$ cat src/rtl/vTPU_pkg.sv
// Shared vTPU accumulator-path constants and types used by the skew buffer and its lane FIFOs.
package vTPU_pkg;

    localparam int Y_SCALED       = 4;
    localparam int ALPHA          = 4;
    localparam int ADD_DATAWIDTH  = 16;
    localparam int ACC_SKEW_DEPTH = 8;

    typedef logic [ALPHA*ADD_DATAWIDTH-1:0] acc_word_t;

    typedef enum logic {
        IDLE  = 1'b0,
        DRAIN = 1'b1
    } skew_state_e;

endpackage

$ cat src/rtl/acc_lane_fifo.sv
// Single-lane synchronous FIFO for one accumulator row; no bypass, a full lane rejects pushes.
// With ACC_SKEW_OCC_EN defined the registered occupancy is exported on count_o.
module acc_lane_fifo #(
    parameter int WIDTH = 64,
    parameter int DEPTH = 8
) (
    input  logic                       clk,
    input  logic                       rst_n,
    input  logic                       flush_i,
    input  logic                       push_i,
    input  logic                       pop_i,
    input  logic [WIDTH-1:0]           wr_data_i,
    output logic [WIDTH-1:0]           rd_data_o,
    output logic                       full_o,
`ifdef ACC_SKEW_OCC_EN
    output logic [$clog2(DEPTH+1)-1:0] count_o,
`endif
    output logic                       empty_o
);

    localparam int AW = $clog2(DEPTH);
    localparam int CW = $clog2(DEPTH+1);

    logic [WIDTH-1:0] mem_q [DEPTH];
    logic [AW-1:0]    wr_ptr_q, rd_ptr_q;
    logic [CW-1:0]    count_q;
    logic             push_ok, pop_ok;

    // Fullness is judged on the registered count, so a same-cycle pop never frees a slot for a push.
    assign full_o    = (count_q == CW'(DEPTH));
    assign empty_o   = (count_q == '0);
    assign push_ok   = push_i && !full_o && !flush_i;
    assign pop_ok    = pop_i && !empty_o && !flush_i;
    assign rd_data_o = mem_q[rd_ptr_q];
`ifdef ACC_SKEW_OCC_EN
    assign count_o   = count_q;
`endif

    always_ff @(posedge clk) begin
        if (!rst_n || flush_i) begin
            wr_ptr_q <= '0;
            rd_ptr_q <= '0;
            count_q  <= '0;
        end else begin
            if (push_ok) wr_ptr_q <= wr_ptr_q + AW'(1);
            if (pop_ok)  rd_ptr_q <= rd_ptr_q + AW'(1);
            count_q <= count_q + CW'(push_ok) - CW'(pop_ok);
        end
    end

    always_ff @(posedge clk) begin
        if (push_ok) mem_q[wr_ptr_q] <= wr_data_i;
    end

endmodule

$ cat src/rtl/acc_skew_buffer.sv
// Per-lane accumulator buffering with a diagonal drain: lane r starts r cycles after lane 0.
// Optional macro ACC_SKEW_OCC_EN adds the lane_occ occupancy output.
module acc_skew_buffer #(
    parameter int Y_SCALED      = vTPU_pkg::Y_SCALED,
    parameter int ALPHA         = vTPU_pkg::ALPHA,
    parameter int ADD_DATAWIDTH = vTPU_pkg::ADD_DATAWIDTH,
    parameter int DEPTH         = vTPU_pkg::ACC_SKEW_DEPTH
) (
    input  logic                             clk,
    input  logic                             rst_n,
    input  logic [ALPHA*ADD_DATAWIDTH-1:0]   wr_data [0:Y_SCALED-1],
    input  logic [Y_SCALED-1:0]              wr_valid,
    output logic                             wr_ready,
    input  logic                             drain_req,
    input  logic [$clog2(DEPTH+1)-1:0]       burst_len,
    output logic [ALPHA*ADD_DATAWIDTH-1:0]   acc_out [0:Y_SCALED-1],
    output logic [Y_SCALED-1:0]              acc_out_valid,
    output logic                             drain_busy,
    output logic                             drain_done,
    output logic                             underflow_err,
`ifdef ACC_SKEW_OCC_EN
    output logic [$clog2(DEPTH+1)-1:0]       lane_occ [0:Y_SCALED-1],
`endif
    input  logic                             flush
);

    import vTPU_pkg::skew_state_e;
    import vTPU_pkg::IDLE;
    import vTPU_pkg::DRAIN;

    localparam int W  = ALPHA*ADD_DATAWIDTH;
    localparam int CW = $clog2(DEPTH+1);
    localparam int NW = $clog2(Y_SCALED+1);

    skew_state_e         state_q, state_d;
    logic [CW-1:0]       len_q, len_d;
    logic [NW-1:0]       cnt_q, cnt_d;
    logic [CW-1:0]       popped_q [Y_SCALED];
    logic [CW-1:0]       popped_d [Y_SCALED];
    logic [W-1:0]        acc_q [Y_SCALED];
    logic [W-1:0]        acc_d [Y_SCALED];
    logic [W-1:0]        rd_data [Y_SCALED];
    logic [Y_SCALED-1:0] valid_q, valid_d, pop, full, empty;
    logic                done_q, done_d, uflow_q, uflow_d;
    logic                flush_idle, all_done;

    assign flush_idle = flush && (state_q == IDLE);

    for (genvar r = 0; r < Y_SCALED; r++) begin : g_lane
        acc_lane_fifo #(.WIDTH(W), .DEPTH(DEPTH)) u_fifo (
            .clk       (clk),
            .rst_n     (rst_n),
            .flush_i   (flush_idle),
            .push_i    (wr_valid[r]),
            .pop_i     (pop[r]),
            .wr_data_i (wr_data[r]),
            .rd_data_o (rd_data[r]),
            .full_o    (full[r]),
`ifdef ACC_SKEW_OCC_EN
            .count_o   (lane_occ[r]),
`endif
            .empty_o   (empty[r])
        );
    end

    always_comb begin
        state_d  = state_q;
        len_d    = len_q;
        cnt_d    = cnt_q;
        popped_d = popped_q;
        acc_d    = acc_q;
        valid_d  = '0;
        done_d   = 1'b0;
        uflow_d  = uflow_q;
        pop      = '0;
        all_done = 1'b1;
        for (int r = 0; r < Y_SCALED; r++) begin
            if (popped_q[r] != len_q) all_done = 1'b0;
        end

        case (state_q)
            IDLE: begin
                if (drain_req && burst_len != '0) begin
                    state_d = DRAIN;
                    len_d   = burst_len;
                    cnt_d   = '0;
                    for (int r = 0; r < Y_SCALED; r++) popped_d[r] = '0;
                end
            end
            DRAIN: begin
                if (all_done) begin
                    state_d = IDLE;
                    done_d  = 1'b1;
                end else begin
                    if (cnt_q != NW'(Y_SCALED)) cnt_d = cnt_q + NW'(1);
                    // A starved lane keeps retrying, stretching only its own skew.
                    for (int r = 0; r < Y_SCALED; r++) begin
                        if (cnt_q >= NW'(r) && popped_q[r] < len_q) begin
                            if (!empty[r]) begin
                                pop[r]      = 1'b1;
                                acc_d[r]    = rd_data[r];
                                valid_d[r]  = 1'b1;
                                popped_d[r] = popped_q[r] + CW'(1);
                            end else begin
                                uflow_d = 1'b1;
                            end
                        end
                    end
                end
            end
            default: state_d = IDLE;
        endcase

        for (int r = 0; r < Y_SCALED; r++) begin
            if (wr_valid[r] && full[r]) uflow_d = 1'b1;
        end
        if (flush_idle) uflow_d = 1'b0;
    end

    always_ff @(posedge clk) begin
        if (!rst_n) begin
            state_q <= IDLE;
            len_q   <= '0;
            cnt_q   <= '0;
            valid_q <= '0;
            done_q  <= 1'b0;
            uflow_q <= 1'b0;
            for (int r = 0; r < Y_SCALED; r++) begin
                popped_q[r] <= '0;
                acc_q[r]    <= '0;
            end
        end else begin
            state_q  <= state_d;
            len_q    <= len_d;
            cnt_q    <= cnt_d;
            valid_q  <= valid_d;
            done_q   <= done_d;
            uflow_q  <= uflow_d;
            popped_q <= popped_d;
            acc_q    <= acc_d;
        end
    end

    assign wr_ready      = ~|full;
    assign acc_out       = acc_q;
    assign acc_out_valid = valid_q;
    assign drain_busy    = (state_q == DRAIN);
    assign drain_done    = done_q;
    assign underflow_err = uflow_q;

endmodule
$ cat config.mk
export PLATFORM = sky130hd
export DESIGN_NAME = acc_skew_buffer
export DESIGN_NICKNAME = d
export VERILOG_FILES = /design/src/rtl/vTPU_pkg.sv /design/src/rtl/acc_lane_fifo.sv /design/src/rtl/acc_skew_buffer.sv
export SDC_FILE = /design/constraint.sdc
export NUM_CORES = 2
export LEC_CHECK = 0
export BUFFER_PORTS_ARGS = -buffer_cell sky130_fd_sc_hd__buf_4
export CORE_MARGIN = 2
export CORE_UTILIZATION = 60
export DETAILED_ROUTE_END_ITERATION = 6
export GPL_ROUTABILITY_DRIVEN = 1
export PLACE_DENSITY = 0.8
export SETUP_SLACK_MARGIN = 0.1
export SYNTH_ARGS = -nofsm -noshare
export SYNTH_HDL_FRONTEND = slang
export SYNTH_HIERARCHICAL = 1
export SYNTH_SLANG_ARGS = --single-unit
$ cat constraint.sdc
create_clock -name clk -period 7.4 [get_ports clk]
set_input_delay 0.37 -clock clk [delete_from_list [all_inputs] [get_ports clk]]
set_output_delay 0.37 -clock clk [all_outputs]
set_load 0.02 [all_outputs]
==> summary.md <==
| Metric | Value |
|---|---|
| Setup Crit Path Kind | reg -> reg |
| Yosys top cell area share | 0.675 |
| Hold Violations, Final | 0 |
| CTS tree | yes |
| Synth top area cells | edfxtp_1, mux4_2, dfxtp_1, mux2_2, nand2_1 |
| GPL Wtd Cong | 0.786 |
| Die area | 155000 um2 |
| Pwr/cell area | 256 nW/um2 |
| Tmin final | 4780 ps |
| CTS Root Cell | clkbuf_16 |
| Port Buffers | 531 |
| Cell taking the most area after synthesis | edfxtp_1 |
| Starting Density | 0.606 |
| Pre-Repair DR Iteration Count | 5 |
| Startpoint Class | flop |
| CP required | 8120 ps |
| Num CTS Buffers | 226 |
| Die Y | 394 um |
| Worst-path maximum fanout | 72 |
| Drt total wl | 201000 um |
| Max cap viols | 0 |
| Synthesized cell area | 91100 um2 |
| Worst-Margin Slew | 1110 ps |
| Max Clock Freq | 209 MHz |
| Post-detailed-route wirelength per cell | 26.0 um |
| DRC Markers | 0 |
| Row cnt | 142 |
| R2r setup slk | 2620 ps |
| Pins Over Slew Limit | 0 |
| Clock slew at reported path FFs | 60 ps |
| Largest net degree at the start of global routing | 116 |
| Seq cells post-synth | 2386 |
| Mapped Nets | 4934 |
| DR vias | 46600 |
| Final setup violation count | 0 |
| Max stage delay on crit path | 790 ps |
| Slew headroom | 0.256 |
| Vias in the first global route | 49200 |
| Share of layout cells above drive strength 1 | 0.320 |
| Hold Path Class | in -> reg |
| Synth cell types | 56 |
| Maximum vdd ir drop | 0.237 mV |
| Global route overflow | 0 |
| # H-tree levels | 4 |
| Fin nets | 5791 |
| RSZ-0062 raised after global routing | false |
| CP endpoint kind | flop |
| Setup TNS | 0 ps |
| Critical-path cell list | inv_1, ha_1, nand4_1, o41ai_4, or4_2, buf_4, inv_2, buf_4, o211ai_1, or2_2, ha_1, a21o_1, a21oi_1, mux2i_1 |
| Worst EP arrival | 5500 ps |
| Most frequent cells in the layout | edfxtp_1, buf_4, nand2_1 |
| Commonest register cell after synthesis | edfxtp_1 |
| Die width | 394 um |
| Via density | 6.05 |
| Clock latency on the worst-skew pair | 830 ps |
| Leak pwr | 34.6 nW |
| Skew final | 63.2 ps |
| CP max stage cell | buf_4 |
| CTS Sinks | 2386 |
| Final period util | 0.646 |
| Yosys warns | 6 |
| I/O pin count | 532 |
| Power Total | 27.5 mW |
| Global-route wire length before repair | 302000 um |
| Outcome | finished clean |
| Synthesized instance count | 4609 |
| Dpl hpwl | 105000 um |
| Remaining antenna violation count | 0 |
| P&R area growth vs syn | 17.8% |
| DR iter-0 viols | 3960 |
| Core ar. | 150000 um2 |
| Antenna violations before repair | 32 |
| Avg Inst Size Synth | 19.8 um2 |
| Asr flop ratio synth | 0 |
| Commonest non-fill, non-tap cell in the layout | edfxtp_1 |
| Post-synth EDFFs | 2048 |
| Clock buffer depth | 3 |
| Total global-route track usage | 0.259 |
| PostCTS Resize Cnt | 0 |
| Register area share after synthesis | 0.749 |
layout make-up:
type / count / area [um2]
multi-input cells: 1930 / 21300
repair buffers: 865 / 7210
fillers: 8594 / 43000
diodes: 28 / 70.1
clock inverters: 114 / 1320
inverters: 57 / 214
clock buffers: 318 / 6340
flip-flops and latches: 2386 / 68300
well taps: 2016 / 2520
worst max-delay path: cells and delay by family (launching register included):
kind	cells	cell delay (ps)
buffers and inverters	4	1490
AO/OA/AOI/OAI	4	800
adder cells (fa/ha/maj)	2	610
multiplexers	1	190
AND/OR/NAND/NOR	3	1240
flip-flops	1	340
synthesized netlist by cell type, types with 10 or more instances:
cell,n
a21boi_0,162
a21boi_1,79
a21boi_2,17
a21oi_1,58
and2_1,12
buf_1,37
buf_2,33
buf_4,26
buf_6,63
clkbuf_1,74
dfxtp_1,338
edfxtp_1,2048
ha_1,53
inv_1,54
mux2_2,256
mux4_2,512
nand2_1,529
nand2b_1,20
nand3_1,20
nor2_1,45
nor2b_1,13
nor3_1,10
o211ai_1,10
o21ai_0,23
o31ai_1,12
or3_1,12
or4_1,17
logic make-up after synthesis:
| kind of cell | count (synthesis) | share of synthesized area |
|---|---|---|
| flip-flops | 2386 | 0.749 |
| multiplexers | 777 | 0.159 |
| AND/OR/NAND/NOR | 709 | 0.0333 |
| AO/OA/AOI/OAI | 383 | 0.0305 |
| buffers and inverters | 293 | 0.0192 |
| adder cells (fa/ha/maj) | 57 | 0.00816 |
| XOR/XNOR | 4 | 0.000385 |
routing by layer:
| layer | routed length, um | vias to the layer above | GRT usage |
|---|---|---|---|
| met4 | 6130 | 20 | 0.0931 |
| met5 | 124 | - | 0 |
| met3 | 15400 | 370 | 0.0510 |
| met2 | 101000 | 1887 | 0.428 |
| met1 | 77900 | 24300 | 0.345 |
| li1 | - | 20100 | - |
per-stage QoR:
stage               cell area [um2]  setup WS (ps)  hold WS [ps]  instances   util
finish                       107000           2620          67.9       7714  0.714
global route                 107000           2370          38.0       7702  0.714
CTS                          107000           2650          29.1       7686  0.714
detailed placement            96900           2660           447       6990  0.645
global placement              96900           2770           442       6990  0.645
floorplan                     91100            945           450       4609      -
registers in the layout (all words and copies together), names as in the netlist, named ones only:
signal / cells
cnt_q: 3
acc_out_valid: 4
underflow_err: 1
len_q: 4
acc_out: 256
g_lane.u_fifo/count_q: 16
g_lane.u_fifo/mem_q: 2048
drain_busy: 1
g_lane.u_fifo/rd_ptr_q: 12
g_lane.u_fifo/wr_ptr_q: 12
drain_done: 1
popped_q: 16
power by group:
part	leakage (nW)	internal, mW	switching (mW)
clock	3.73	6.71	4.94
combinational	9.60	0.442	0.536
sequential	21.3	14.8	0.0588
path summary, 6_finish.rpt:
| kind | startpoint | end | depth (start not counted) |
|---|---|---|---|
| worst max register to register | len_q[3] | g_lane[2].u_fifo/count_q[3] | 14 |
| worst min-delay path | rst_n | acc_out[187] | 2 |
| worst min register to register | acc_out[39] | acc_out[39] | 2 |
| worst max-delay path | len_q[3] | g_lane[2].u_fifo/count_q[3] | 14 |
repair_timing:
action | in CTS | in global routing
setup buffers | 0 | 0
hold endpoints to repair | 2056 | 0
hold buffers | 264 | 0
Power figures use the tool's default switching activity.
